**src/rtl/sample_log_ctrl.sv**
```systemverilog
// sample_log_ctrl: circular sample log over a 256x8 dual-port RAM with zero-fill clear sweep
module sample_log_ctrl #(
  parameter int DATA_W = 8,
  parameter int DEPTH  = 256,
  parameter int ADDR_W = 9
) (
  input  logic              clk,
  input  logic              reset,
  input  logic [DATA_W-1:0] sample_data,
  input  logic              sample_valid,
  output logic              sample_ready,
  input  logic              rd_req,
  output logic [DATA_W-1:0] rd_data,
  output logic              rd_valid,
  input  logic              clr_req,
  output logic              busy,
  output logic [ADDR_W-1:0] count,
  output logic              empty,
  output logic              full,
  output logic              overflow,
  output logic [DATA_W-1:0] ram_data_in,
  output logic [ADDR_W-1:0] ram_address_a,
  output logic [ADDR_W-1:0] ram_address_b,
  output logic [ADDR_W-1:0] ram_r_address,
  output logic              ram_ena,
  output logic              ram_enb,
  input  logic [DATA_W-1:0] ram_data_out
);
  localparam int PW = $clog2(DEPTH);
  typedef enum logic {CLEAR, IDLE} state_t;
  state_t state, state_n;
  logic [PW-1:0] clr_ptr, wr_ptr, rd_ptr;
  logic [ADDR_W-1:0] count_n;
  logic push, pop, sweep_done;
  assign ram_address_a = ADDR_W'(wr_ptr);
  assign ram_address_b = ADDR_W'(clr_ptr);
  assign ram_r_address = ADDR_W'(rd_ptr);
  assign ram_data_in   = ram_ena ? sample_data : '0;
  assign sweep_done    = state == CLEAR && clr_ptr == PW'(DEPTH - 1);
  // state register; reset always restarts the sweep
  always_ff @(posedge clk)
    state <= !reset ? CLEAR : state_n;
  // next state, handshake and RAM enables; clear beats push/pop
  always_comb begin
    state_n      = state;
    busy         = !reset || state == CLEAR;
    sample_ready = 1'b0;
    ram_ena      = 1'b0;
    ram_enb      = 1'b0;
    push         = 1'b0;
    pop          = 1'b0;
    if (state == CLEAR) begin
      ram_enb = reset;
      if (sweep_done) state_n = IDLE;
    end else if (clr_req) begin
      state_n = CLEAR;
    end else begin
      sample_ready = reset;
      push         = reset && sample_valid;
      pop          = reset && rd_req && !empty;
      ram_ena      = push;
    end
    count_n = (push && !pop && !full) ? count + 1'b1 :
              (pop && !push)          ? count - 1'b1 : count;
  end
  // sweep address: parked at 0 outside the sweep so every clear starts at 0
  always_ff @(posedge clk)
    clr_ptr <= (!reset || state == IDLE) ? '0 : clr_ptr + 1'b1;
  // pointers and occupancy; a push into a full log drops the oldest entry
  always_ff @(posedge clk) begin
    if (!reset || sweep_done) begin
      wr_ptr   <= '0;
      rd_ptr   <= '0;
      count    <= '0;
      empty    <= 1'b1;
      full     <= 1'b0;
      overflow <= 1'b0;
    end else begin
      if (push) wr_ptr <= wr_ptr + 1'b1;
      if (pop || (push && full)) rd_ptr <= rd_ptr + 1'b1;
      if (push && full && !pop) overflow <= 1'b1;
      count <= count_n;
      empty <= count_n == '0;
      full  <= count_n == ADDR_W'(DEPTH);
    end
  end
  // registered pop output
  always_ff @(posedge clk) begin
    if (!reset) begin
      rd_valid <= 1'b0;
      rd_data  <= '0;
    end else begin
      rd_valid <= pop;
      if (pop) rd_data <= ram_data_out;
    end
  end
endmodule
```
**config.mk**
```make
export PLATFORM = sky130hd
export DESIGN_NAME = sample_log_ctrl
export DESIGN_NICKNAME = d
export VERILOG_FILES = /design/src/rtl/sample_log_ctrl.sv
export SDC_FILE = /design/constraint.sdc
export NUM_CORES = 1
export LEC_CHECK = 0
export BUFFER_PORTS_ARGS = -buffer_cell sky130_fd_sc_hd__buf_2
export CORE_AREA = 2 2 79 81
export DETAILED_ROUTE_END_ITERATION = 7
export DIE_AREA = 0 0 81 83
export PLACE_DENSITY = 0.65
export RECOVER_POWER = 50
export SLEW_MARGIN = 20
export SYNTH_ARGS = -nofsm -noshare
export SYNTH_HDL_FRONTEND = slang
export SYNTH_SLANG_ARGS = --single-unit
```
**constraint.sdc**
```tcl
create_clock -name clk -period 3.02 [get_ports clk]
set_input_delay 0.151 -clock clk [delete_from_list [all_inputs] [get_ports clk]]
set_output_delay 0.151 -clock clk [all_outputs]
set_load 0.01 [all_outputs]
```
### Word level (Yosys, flattened, before mapping)

Index checks and enable logic that the tools add are counted.

| word-level totals | value |
|---|---|
| input port bits | 21 |
| flip-flop bits (word level) | 46 |

| cells by class | value |
|---|---|
| muxes and demuxes | 13 |
| equality and inequality tests | 2 |
| bitwise gates (word level) | 1 |
| add/sub/neg operators | 5 |
| reductions and logical operators | 19 |

Operators with widths:

| operator | number |
|---|---|
| $add 8x1->8 const B | 3 |
| $mux 9 | 2 |
| $mux 1 | 10 |
| $add 9x1->9 const B | 1 |
| $eq 9x9->1 const B | 1 |
| $logic_and 1x1->1 | 9 |
| $logic_not 9->1 | 1 |
| $sub 9x1->9 const B | 1 |
| $eq 8x8->1 const B | 1 |
| $mux 8 | 1 |
| $logic_not 1->1 | 5 |
| $logic_or 1x1->1 | 4 |
| $not 1->1 | 1 |

### Logic depth before layout (Yosys ltp)

Gate-level depths: netlist of the first run.

| logic depth | value |
|---|---|
| depth in word-level cells | 9 |
| gate-level depth with buffers | 7 |
| mapped depth without buffers | 7 |

### Worst setup path after synthesis of the first run

Ideal clock, no wire load.

| timing | value |
|---|---|
| path kind | register -> register |
| start | register state |
| end | register full |
| path buffers | 0 |
| clock period less this slack | 1852 ps |
| arrival time | 1765 ps |
| path slack | 1168 ps |
| library setup time | 87 ps |
| stages on the path, launching flop included | 7 |
| required time | 2933 ps |
| cells stage by stage | dfxtp_1 > nand4b_4 > nor4_2 > mux2i_1 > mux2i_1 > mux2_4 > nor4b_2 |

| between the ends | value |
|---|---|
| word-level cells in the longest chain between the ends | 6 |
| elaborated cells on any way between the ends | 13 |
| classes of those cells | eq/ne: 1; mux: 4; bitwise: 1; reduce/logical: 7 |

Ends and longest elaborated chain:

| what | line | text |
|---|---|---|
| start, declared | 31 | `state_t state, state_n;` |
| start signal, assigned | 42 | `state <= !reset ? CLEAR : state_n;` |
| $mux 1 | 52 | `if (state == CLEAR) begin` |
| $logic_not 1->1, on equally long branches | 64, 63 |  |
| $logic_and 1x1->1, on equally long branches | 64, 63 |  |
| $mux 9 / $logic_and 1x1->1 (equally long branches) | 64, 63 |  |
| $mux 9 | 63 | `count_n = (push && !pop && !full) ? count + 1'b1 :` |
| $eq 9x9->1 | 84 | `full <= count_n == ADDR_W'(DEPTH);` |
| end signal, assigned | 84 |  |
| end, declared | 19 | `output logic full,` |

Parallel ways exist; a longest one is shown, timed or not.
A chain may end at the register's enable or synchronous reset.

### Final worst setup path of the first run

| timing | value |
|---|---|
| start | register clr_ptr[0] |
| end | register empty |

| between the ends | value |
|---|---|
| word-level cells in the longest chain between the ends | 3 |

Ends and longest elaborated chain:

| what | line | text |
|---|---|---|
| start, declared | 32 | `logic [PW-1:0] clr_ptr, wr_ptr, rd_ptr;` |
| start signal, assigned | 68 | `clr_ptr <= (!reset \|\| state == IDLE) ? '0 : clr_ptr + 1'b1;` |
| $eq 8x8->1 | 39 | `assign sweep_done = state == CLEAR && clr_ptr == PW'(DEPTH - 1);` |
| $logic_and 1x1->1 | 39 |  |
| $logic_or 1x1->1 | 71 | `if (!reset \|\| sweep_done) begin` |
| end signal, assigned | 75 | `empty <= 1'b1;` |
| end signal, assigned | 83 | `empty <= count_n == '0;` |
| end, declared | 18 | `output logic empty,` |

No other way between the ends.

==> results of run 1 <==
[area by class of cell]
type	count	area share (%)
clock buffers	6	2.99
clock inverters	1	1.09
multi-input cells	193	46.0
well taps	75	3.40
inverters	8	1.09
repair buffers	78	12.1
flip-flops and latches	46	33.3
[layout by cell type (no fill, tap or decap), types with 2 or more instances in the layout]
| cell type | n |
|---|---|
| sky130_fd_sc_hd__nand4b_2 | 2 |
| sky130_fd_sc_hd__clkbuf_8 | 6 |
| sky130_fd_sc_hd__xor2_1 | 17 |
| sky130_fd_sc_hd__o22ai_1 | 3 |
| sky130_fd_sc_hd__nor4_1 | 2 |
| sky130_fd_sc_hd__nand4_1 | 5 |
| sky130_fd_sc_hd__and4_1 | 2 |
| sky130_fd_sc_hd__nand4b_4 | 2 |
| sky130_fd_sc_hd__nand3_1 | 9 |
| sky130_fd_sc_hd__nand2_1 | 35 |
| sky130_fd_sc_hd__and3_1 | 3 |
| sky130_fd_sc_hd__and2_1 | 10 |
| sky130_fd_sc_hd__buf_2 | 31 |
| sky130_fd_sc_hd__or3_1 | 2 |
| sky130_fd_sc_hd__ha_1 | 5 |
| sky130_fd_sc_hd__clkbuf_1 | 46 |
| sky130_fd_sc_hd__a21boi_0 | 8 |
| sky130_fd_sc_hd__nand2b_1 | 3 |
| sky130_fd_sc_hd__a31oi_1 | 2 |
| sky130_fd_sc_hd__conb_1 | 3 |
| sky130_fd_sc_hd__nor3_1 | 4 |
| sky130_fd_sc_hd__dfxtp_1 | 46 |
| sky130_fd_sc_hd__inv_1 | 6 |
| sky130_fd_sc_hd__nor2_1 | 37 |
| sky130_fd_sc_hd__mux2i_1 | 4 |
| sky130_fd_sc_hd__nor2b_1 | 2 |
| sky130_fd_sc_hd__a21oi_1 | 2 |
| sky130_fd_sc_hd__o21a_1 | 2 |
| sky130_fd_sc_hd__xnor2_1 | 11 |
[stage by stage]
stage | hold slack [ns] | instance area [µm²] | total power [mW]
floorplan | 0.296 | 2300 | 0.651
finish | 0.0965 | 2760 | 1.12
global route | 0.0921 | 2760 | 1.16
detailed placement | 0.410 | 2710 | 0.672
CTS | 0.0939 | 2830 | 1.13
global placement | 0.405 | 2710 | 0.672
[worst max-delay path by stage]
stage / from / slack [ns] / endpoint
after floorplan: state$_SDFF_PN0_ / 1.17 / full$_SDFF_PP0_
after global placement: clr_ptr[0]$_SDFF_PN0_ / 0.91 / empty$_SDFF_PP1_
after detailed placement: clr_ptr[0]$_SDFF_PN0_ / 0.83 / empty$_SDFF_PP1_
after CTS: clr_ptr[0]$_SDFF_PN0_ / 0.80 / empty$_SDFF_PP1_
after global routing: clr_ptr[0]$_SDFF_PN0_ / 0.59 / empty$_SDFF_PP1_
final: clr_ptr[0]$_SDFF_PN0_ / 0.83 / empty$_SDFF_PP1_
[metal layers]
layer / vias to the layer above / share of wire (%) / GRT usage (%)
li1: 1008 / - / -
met1: 889 / 47 / 19.0
met2: 67 / 45 / 24.3
met3: 4 / 7.2 / 3.70
met4: 0 / 0.72 / 5.39
met5: - / 0 / 0
[registers in the layout, indices dropped and copies added, names as in the netlist]
name / flops
clr_ptr: 8
count: 9
empty: 1
full: 1
overflow: 1
rd_data: 8
rd_ptr: 8
rd_valid: 1
state: 1
wr_ptr: 8
[critical path, cell delays in order, from the launching register on]
cell	delay [ns]
sky130_fd_sc_hd__dfxtp_1	0.40
sky130_fd_sc_hd__ha_1	0.23
sky130_fd_sc_hd__nand2_1	0.15
sky130_fd_sc_hd__o41ai_4	0.67
sky130_fd_sc_hd__nor2_1	0.08
sky130_fd_sc_hd__mux2i_1	0.29
sky130_fd_sc_hd__nand2_1	0.11
sky130_fd_sc_hd__o31ai_2	0.18
[logic make-up after synthesis]
kind of cell | Yosys count | share of synthesized area, %
AO/OA/AOI/OAI | 27 | 9.86
XOR/XNOR | 28 | 10.7
adder cells (fa/ha/maj) | 5 | 2.72
buffers and inverters | 24 | 4.69
flip-flops | 46 | 40.1
multiplexers | 5 | 2.40
other | 1 | 0.163
AND/OR/NAND/NOR | 125 | 29.4
[power by group]
group	internal, mW	switching, mW
Sequential	0.609	0.00398
Combinational	0.0195	0.0230
Clock	0.265	0.194
==> results.txt, run 1 <==
The flow ran to the end, and the final reports show no timing, DRC or antenna violations. The critical setup path kind was reg2reg. In this run the vertical extent of the chip is 83 µm. STA puts the critical path data arrival time at 2.40 ns. Prior to clock tree synthesis, the placed netlist has a worst setup slack of 0.827 ns. Number of stages on the worst hold path: 3. For the finished layout, the period the worst path requires is 2.19 ns.

The logs give 47.5% for the share of the core filled with cells and 0.83 ns for the reg2reg setup slack. TritonCTS built the clock tree. The cell at the root of the clock tree was sky130_fd_sc_hd__clkbuf_8. Global routing consumed, over all layers together, 14.9% of the routing resources.

Row generation in the floorplan step produced 28 rows. For the count of boundary I/O pins, the log shows 81. The number of hold violations in the final report was 0.

After synthesis, the cell types taking the most area are sky130_fd_sc_hd__dfxtp_1, sky130_fd_sc_hd__xor2_1, sky130_fd_sc_hd__nor2_1, sky130_fd_sc_hd__nand2_1, sky130_fd_sc_hd__xnor2_1. After detailed routing, the total wire length is 4990 µm. The run gives 921 µm² as the register cell area after layout.

For this design the ratio of total power to cell area is 404 mW/mm². The layout-stage area growth over the synthesis result was 20.3%; the maximum number of pins on one net before global-route repair was 19. After clock tree synthesis, the clock-pin slew on the worst setup and hold paths is 0.08 ns.

The synthesized netlist occupies a cell area of 0.00230 mm². The worst setup path is captured at a flop. For this run the aggregate overflow at the end of global routing stands at 0. The startpoint identified for the worst register-to-register timing path is clr_ptr[0]$_SDFF_PN0_. Setup violations remaining at the end of the flow were counted as 0. Of all cell types, the one taking the most synthesized area is sky130_fd_sc_hd__dfxtp_1. Timing would allow up to 457 MHz.

Start point of the worst hold path: ram_data_out[2]. Input and output buffers added on the ports amount to 77. Fill cells in the final layout number 606.

The detail-routed via count per cell came out at 4.84. Hold repair after CTS inserted 0 buffers. In this run the biggest area consumer among cell types represents 40.1% of the synthesized area. The total number of vias is 1968, and the flip-flop and latch count after synthesis is 46. Along the worst path, the maximum fanout reaches 12. The ratio of final minimum period to clock period was 72.5%. The area enclosed by the die boundary came out at 0.00672 mm².

The H-tree was split into 2 levels. In the post-synthesis netlist, the cell with the most instances is sky130_fd_sc_hd__dfxtp_1. Among all flip-flop cells after synthesis, the most frequent one is sky130_fd_sc_hd__dfxtp_1. The worst hold path terminates at rd_data[2]$_SDFFE_PN0P_.

The routed length per instance is 12.3 µm, and the number of diodes is 0. The tools report the clock skew after layout as 0.00850 ns. The clock passes through at most 2 buffers. Setup repair after global routing left no endpoint under its margin.

The chip width was 81 µm; the actual transition at the worst max-transition pin was 0.690 ns. Counting every instance in the synthesized netlist gives 261. The run gives 407 as the number of standard cells in the layout, taps in and fillers out.

The tools report the startpoint type of the worst setup path as a flop. The number of antenna violations at the first check in global routing is 0, and the share of async-settable or async-resettable flops after synthesis is 0%. STA puts the critical path data required time at 3.23 ns.

The tools report the number of nets in the final layout as 358. The final-layout setup total negative slack is 0 ns, and the layout cell share with drive strength beyond 1 is 16.3%. The initial detailed-routing violation count is 135, and the final critical-path setup slack is 0.830 ns.

The HPWL after detailed placement was 3760 µm. The tightest min-delay check is of the in2reg type. After clock tree synthesis, the repair step resized 0 gates. In this run the static leakage power is 1.12 nW. The tools report the final weighted congestion in routability-driven placement as 0.802.

Number of flops mapped to enable cells by yosys: 0. The average size of a mapped cell came out at 8.80 µm². Yosys printed 0 warnings. The max-slew violation count is 0, and the count of nets left with antenna violations after detail routing is 0. The tools report the total placed cells including tap cells as 400. TritonCTS buffer count: 5.

The clock reaches the later pin of the worst-skew pair after 0.29 ns. Counting instances in the post-synthesis netlist gives the leading cell types as sky130_fd_sc_hd__dfxtp_1, sky130_fd_sc_hd__nor2_1, sky130_fd_sc_hd__nand2_1. The first detailed-routing pass ran for 4 iterations.

After detailed routing, the number of remaining DRC violations is 0. The number of sinks driven by the clock tree came out at 46. The worst-case IR drop observed on VDD is 210 µV. For this configuration, the core starts out at a cell density of 39.5%. The first-pass GRT wire length came out at 8110 µm. The run gives 0 as the post-CTS setup buffer count. The number of max-capacitance violations reported is 0.

Of the synthesized area, sequential elements account for 40.1%. In this run the standard cell core region covers 0.00582 mm². In this run, distinct cell masters in the synthesized netlist total 50. In the final layout, the multi-input gates occupy 0.00127 mm².

The via count of the first global-routing pass was 1761; the number of cell instances on the worst register-to-register path was 7. Headroom to the max-slew limit came out at 53.8%. The endpoint identified for the worst register-to-register timing path is empty$_SDFF_PP1_.
(Power assumes the default switching activity.)
==> inputs of run 2 (changes only) <==
- ABC_AREA: not set -> 1
- CORE_AREA: 2 2 79 81 -> 2 2 80 82
- DIE_AREA: 0 0 81 83 -> 0 0 82 84
- PLACE_DENSITY: 0.65 -> 0.67
- clock period: 3.02 -> 1.9 ns (I/O delays scaled with it)
==> results.txt, run 2 <==
The critical path depth in cells was 10 (+3). TritonCTS built the clock tree. The chip width is 82 µm (+1.2%), and the number of nets in the final layout is 440 (+23%). The starting utilization of the core area is 37.9% (-1.6 points).

The leakage power was 1.28 nW (+14%). The cell at the root of the clock tree is sky130_fd_sc_hd__clkbuf_8. The tools report the HPWL after detailed placement as 4130 µm (+9.9%).

The count of cell types in the netlist is 34 (-32%). The share of async-settable or async-resettable flops after synthesis works out to 0% (unchanged). The run gives 0.29 ns (about the same) as the insertion delay of the later-clocked pin in the worst-skew pair. For the maximum number of pins on one net before global-route repair, the log shows 15 (-4). The tools report the number of levels in the clock H-tree as 2 (unchanged). STA classifies the critical path startpoint as a flop. The biggest fanout along the worst timing path is 13 (+1), and the total power is 1.61 mW (+44%). For the required arrival time at the worst endpoint, the log shows 2.14 ns (-1.09 ns). The tools report the area of the mapped netlist as 0.00231 mm² (+0.65%). The area of the core was 0.00610 mm² (+4.8%); the worst-case clock buffer depth was 2 (unchanged). The number of hold violations in the final report is 0 (unchanged), and the site row count is 29 (+3.6%). The count of unresolved DRC violations after routing came out at 0 (unchanged).

Count of nets left with antenna violations after detail routing: 0 (unchanged). The ratio of final minimum period to clock period came out at 89.5% (+17 points). In this run the most critical hold path is launched from ram_data_out[3]. The run gives 78 (-42%) as the initial detailed-routing violation count. The path with the worst hold slack has its endpoint at rd_data[3]$_SDFFE_PN0P_.

The tools report the number of antenna violations at the first check in global routing as 0 (unchanged). The tools report the overall overflow remaining after global route as 0 (unchanged). More flip-flops sit in one register than any other, and that register is count.

The number of cell instances on the worst register-to-register path works out to 10 (+3). The register cell area after layout is 921 µm² (unchanged). The tools report the global router's overall resource usage as 16.0% (+1.0 points).

Traced cell by cell, the critical path runs through nand2_2, nor2_4, nand2_4, nor2_8, inv_2, a21oi_2, nand2_2, nor2_2, nand2_1, nor2_1. The number of max-capacitance violations reported is 0 (unchanged), and the number of optimization iterations in the first detailed-route pass is 4 (unchanged). The final number of setup-violating endpoints was 0 (unchanged); the hold-fix buffer count after cts was 0 (unchanged). The final weighted congestion in routability-driven placement is 0.806 (+0.42%). The final-layout setup total negative slack came out at 0 ns (unchanged). The worst register-to-register path begins at state$_SDFF_PN0_.

The area enclosed by the die boundary is 0.00689 mm² (+2.5%), and the flip-flop and latch count after synthesis is 46 (unchanged). The clock skew after layout was 0.00451 ns (-0.00399 ns). The slowest stage of the critical path belongs to the cell sky130_fd_sc_hd__dfxtp_1. The cell type with the largest total area after synthesis was sky130_fd_sc_hd__dfxtp_1. The layout-stage area growth over the synthesis result is 22.4%. Aggregate routed wire length: 5320 µm (+6.6%). The worst setup path is captured at a flop.

The area taken by multi-input logic gates came out at 0.00120 mm² (-5.4%). Predominant post-synthesis flop cell: sky130_fd_sc_hd__dfxtp_1. The number of flip-flops in the largest register came out at 9 (unchanged). The critical setup path kind is reg2reg. The y dimension of the die is 84 µm (+1.2%), and the count of port buffers added during placement is 77 (unchanged). Grouping stages by cell kind, the critical path spends the most delay in simple AND/OR/NAND/NOR gates. The number of stages on the worst hold path is 3 (unchanged), and the power per cell area is 570 mW/mm² (+41%). The number of synthesis warnings was 0 (unchanged); the count of boundary I/O pins was 81 (unchanged).

The tools report the reg2reg setup slack as 0.20 ns (-0.63 ns). The run finished with clean final reports. The number of flops mapped to enable cells by yosys is 0 (unchanged), and the layout filler cell count is 658 (+8.6%).

The number of diodes is 0 (unchanged), and the average size of a mapped cell is 6.94 µm² (-21%). The critical path buffer and inverter count is 1 (+1). Layout cell share with drive strength beyond 1: 15.5% (-0.81 points).

The sequential-to-total area share from yosys stat is 39.8% (-0.26 points). The commonest cells after synthesis are sky130_fd_sc_hd__nand2_1, sky130_fd_sc_hd__nor2_1, sky130_fd_sc_hd__dfxtp_1. The delay of the slowest critical-path stage was 0.39 ns (-0.28 ns); the time the final worst path needs with I/O delays and setup was 1.70 ns (-0.490 ns). The synthesized instance count was 333 (+28%). The kind of path behind the tightest hold check was in2reg. The logs give 588 MHz (+29%) for the maximum clock frequency and 5 (unchanged) for the TritonCTS buffer count. The library cell with the highest instance count after synthesis is sky130_fd_sc_hd__nand2_1. The detail-routed via count per cell works out to 4.69 (-3.0%). The max-slew violation count was 0 (unchanged); the worst supply voltage drop on vdd was 301 µV (+43%). The logs give 1.94 ns (-0.46 ns) for the arrival time of data at the critical path endpoint and 2017 (+15%) for the via count of the first global-routing pass. The total number of vias came out at 2304 (+17%). The library cell used most frequently in the layout, excluding fill and tap cells, is sky130_fd_sc_hd__nand2_1. The proportion of netlist area held by the largest area contributor came out at 39.8% (-0.26 points). The endpoint identified for the worst register-to-register timing path is full$_SDFF_PP0_. Leaving out fill and tap cells, the most frequent cells in the layout are sky130_fd_sc_hd__nand2_1, sky130_fd_sc_hd__nor2_1, sky130_fd_sc_hd__clkbuf_1.

Sorting the synthesized cells by area gives the leading types as sky130_fd_sc_hd__dfxtp_1, sky130_fd_sc_hd__nand2_1, sky130_fd_sc_hd__nor2_1, sky130_fd_sc_hd__inv_1, sky130_fd_sc_hd__nand3_1. The number of sinks driven by the clock tree is 46 (unchanged). In this design, the critical path's most frequently occurring cell is sky130_fd_sc_hd__nand2_2. For the first-pass GRT wire length, the log shows 8830 µm (+8.9%). Routed length per instance: 10.8 µm (-12%). Clock transition at the registers of the reported paths: 0.08 ns (about the same). The worst hold slack was 0.0494 ns (-0.0471 ns).
-- run 2: changes by cell type after synthesis, sizes merged, moves of 7 or more --
cell,previous run,this run
xnor2,11,0
nor2,37,63
inv,7,47
nand3,9,23
nand2,35,71
a21oi,2,20
xor2,17,5
and2,10,1
a21boi,8,0
o21ai,3,22
clkbuf,10,3
-- run 2: metrics by stage --
stage	util [%]	instance area, µm²	std cells	setup slack [ns]
after floorplan	-	2320	335	0.259
after global placement	45.8	2790	484	0.182
after detailed placement	45.8	2790	484	0.0796
after CTS	47.0	2870	491	0.0663
after global routing	46.4	2830	491	-0.00166
final	46.4	2830	491	0.200
-- run 2: cells by family after synthesis --
logic type | synth area share [%]
AOI/OAI and AO/OA | 10.4
adders and majority gates | 2.71
DFF | 39.8
xor gates and xnor gates | 1.89
other | 0.162
buffers and inverters | 9.31
and+or+nand+nor | 35.6
-- run 2: worst max path at each step --
| stage | slack (ns) | to | start |
|---|---|---|---|
| after floorplan | 0.26 | rd_ptr[3]$_SDFFE_PP0P_ | clr_ptr[0]$_SDFF_PN0_ |
| after global placement | 0.18 | wr_ptr[7]$_SDFFE_PP0N_ | clr_ptr[0]$_SDFF_PN0_ |
| after detailed placement | 0.08 | wr_ptr[7]$_SDFFE_PP0N_ | clr_ptr[0]$_SDFF_PN0_ |
| after CTS | 0.07 | rd_ptr[3]$_SDFFE_PP0P_ | clr_ptr[0]$_SDFF_PN0_ |
| after global routing | -0.002 | rd_ptr[3]$_SDFFE_PP0P_ | clr_ptr[0]$_SDFF_PN0_ |
| final | 0.20 | full$_SDFF_PP0_ | state$_SDFF_PN0_ |
-- run 2: cell type report --
cell class	count	share of cell area, %
inverters	47	6.37
multi-input cells	235	42.5
well taps	77	3.41
repair buffers	79	12.4
clock buffers	5	2.43
clock inverters	2	0.354
flip-flops and latches	46	32.6
-- run 2: report_power, final --
group / internal [mW] / switching [mW] / total (mW)
Combinational: 0.0323 / 0.0459 / 0.0783
Sequential: 0.968 / 0.00452 / 0.973
Clock: 0.247 / 0.313 / 0.560
-- run 2: worst reg2reg max path: stages (launching register included) --
cell	delay, ns
sky130_fd_sc_hd__dfxtp_1	0.39
sky130_fd_sc_hd__nand2_2	0.10
sky130_fd_sc_hd__nor2_4	0.16
sky130_fd_sc_hd__nand2_4	0.15
sky130_fd_sc_hd__nor2_8	0.18
sky130_fd_sc_hd__inv_2	0.12
sky130_fd_sc_hd__a21oi_2	0.19
sky130_fd_sc_hd__nand2_2	0.08
sky130_fd_sc_hd__nor2_2	0.14
sky130_fd_sc_hd__nand2_1	0.06
sky130_fd_sc_hd__nor2_1	0.09
-- run 2: what timing repair did --
action	CTS	global route
endpoints found under the setup margin	0	10
resized for setup	0	6
setup buffers	0	0
-- run 2: metal layers --
metal	routed length, µm	track usage [%]
met5	0	0
met4	53	3.64
met3	209	3.57
met2	2550	27.1
met1	2500	20.3
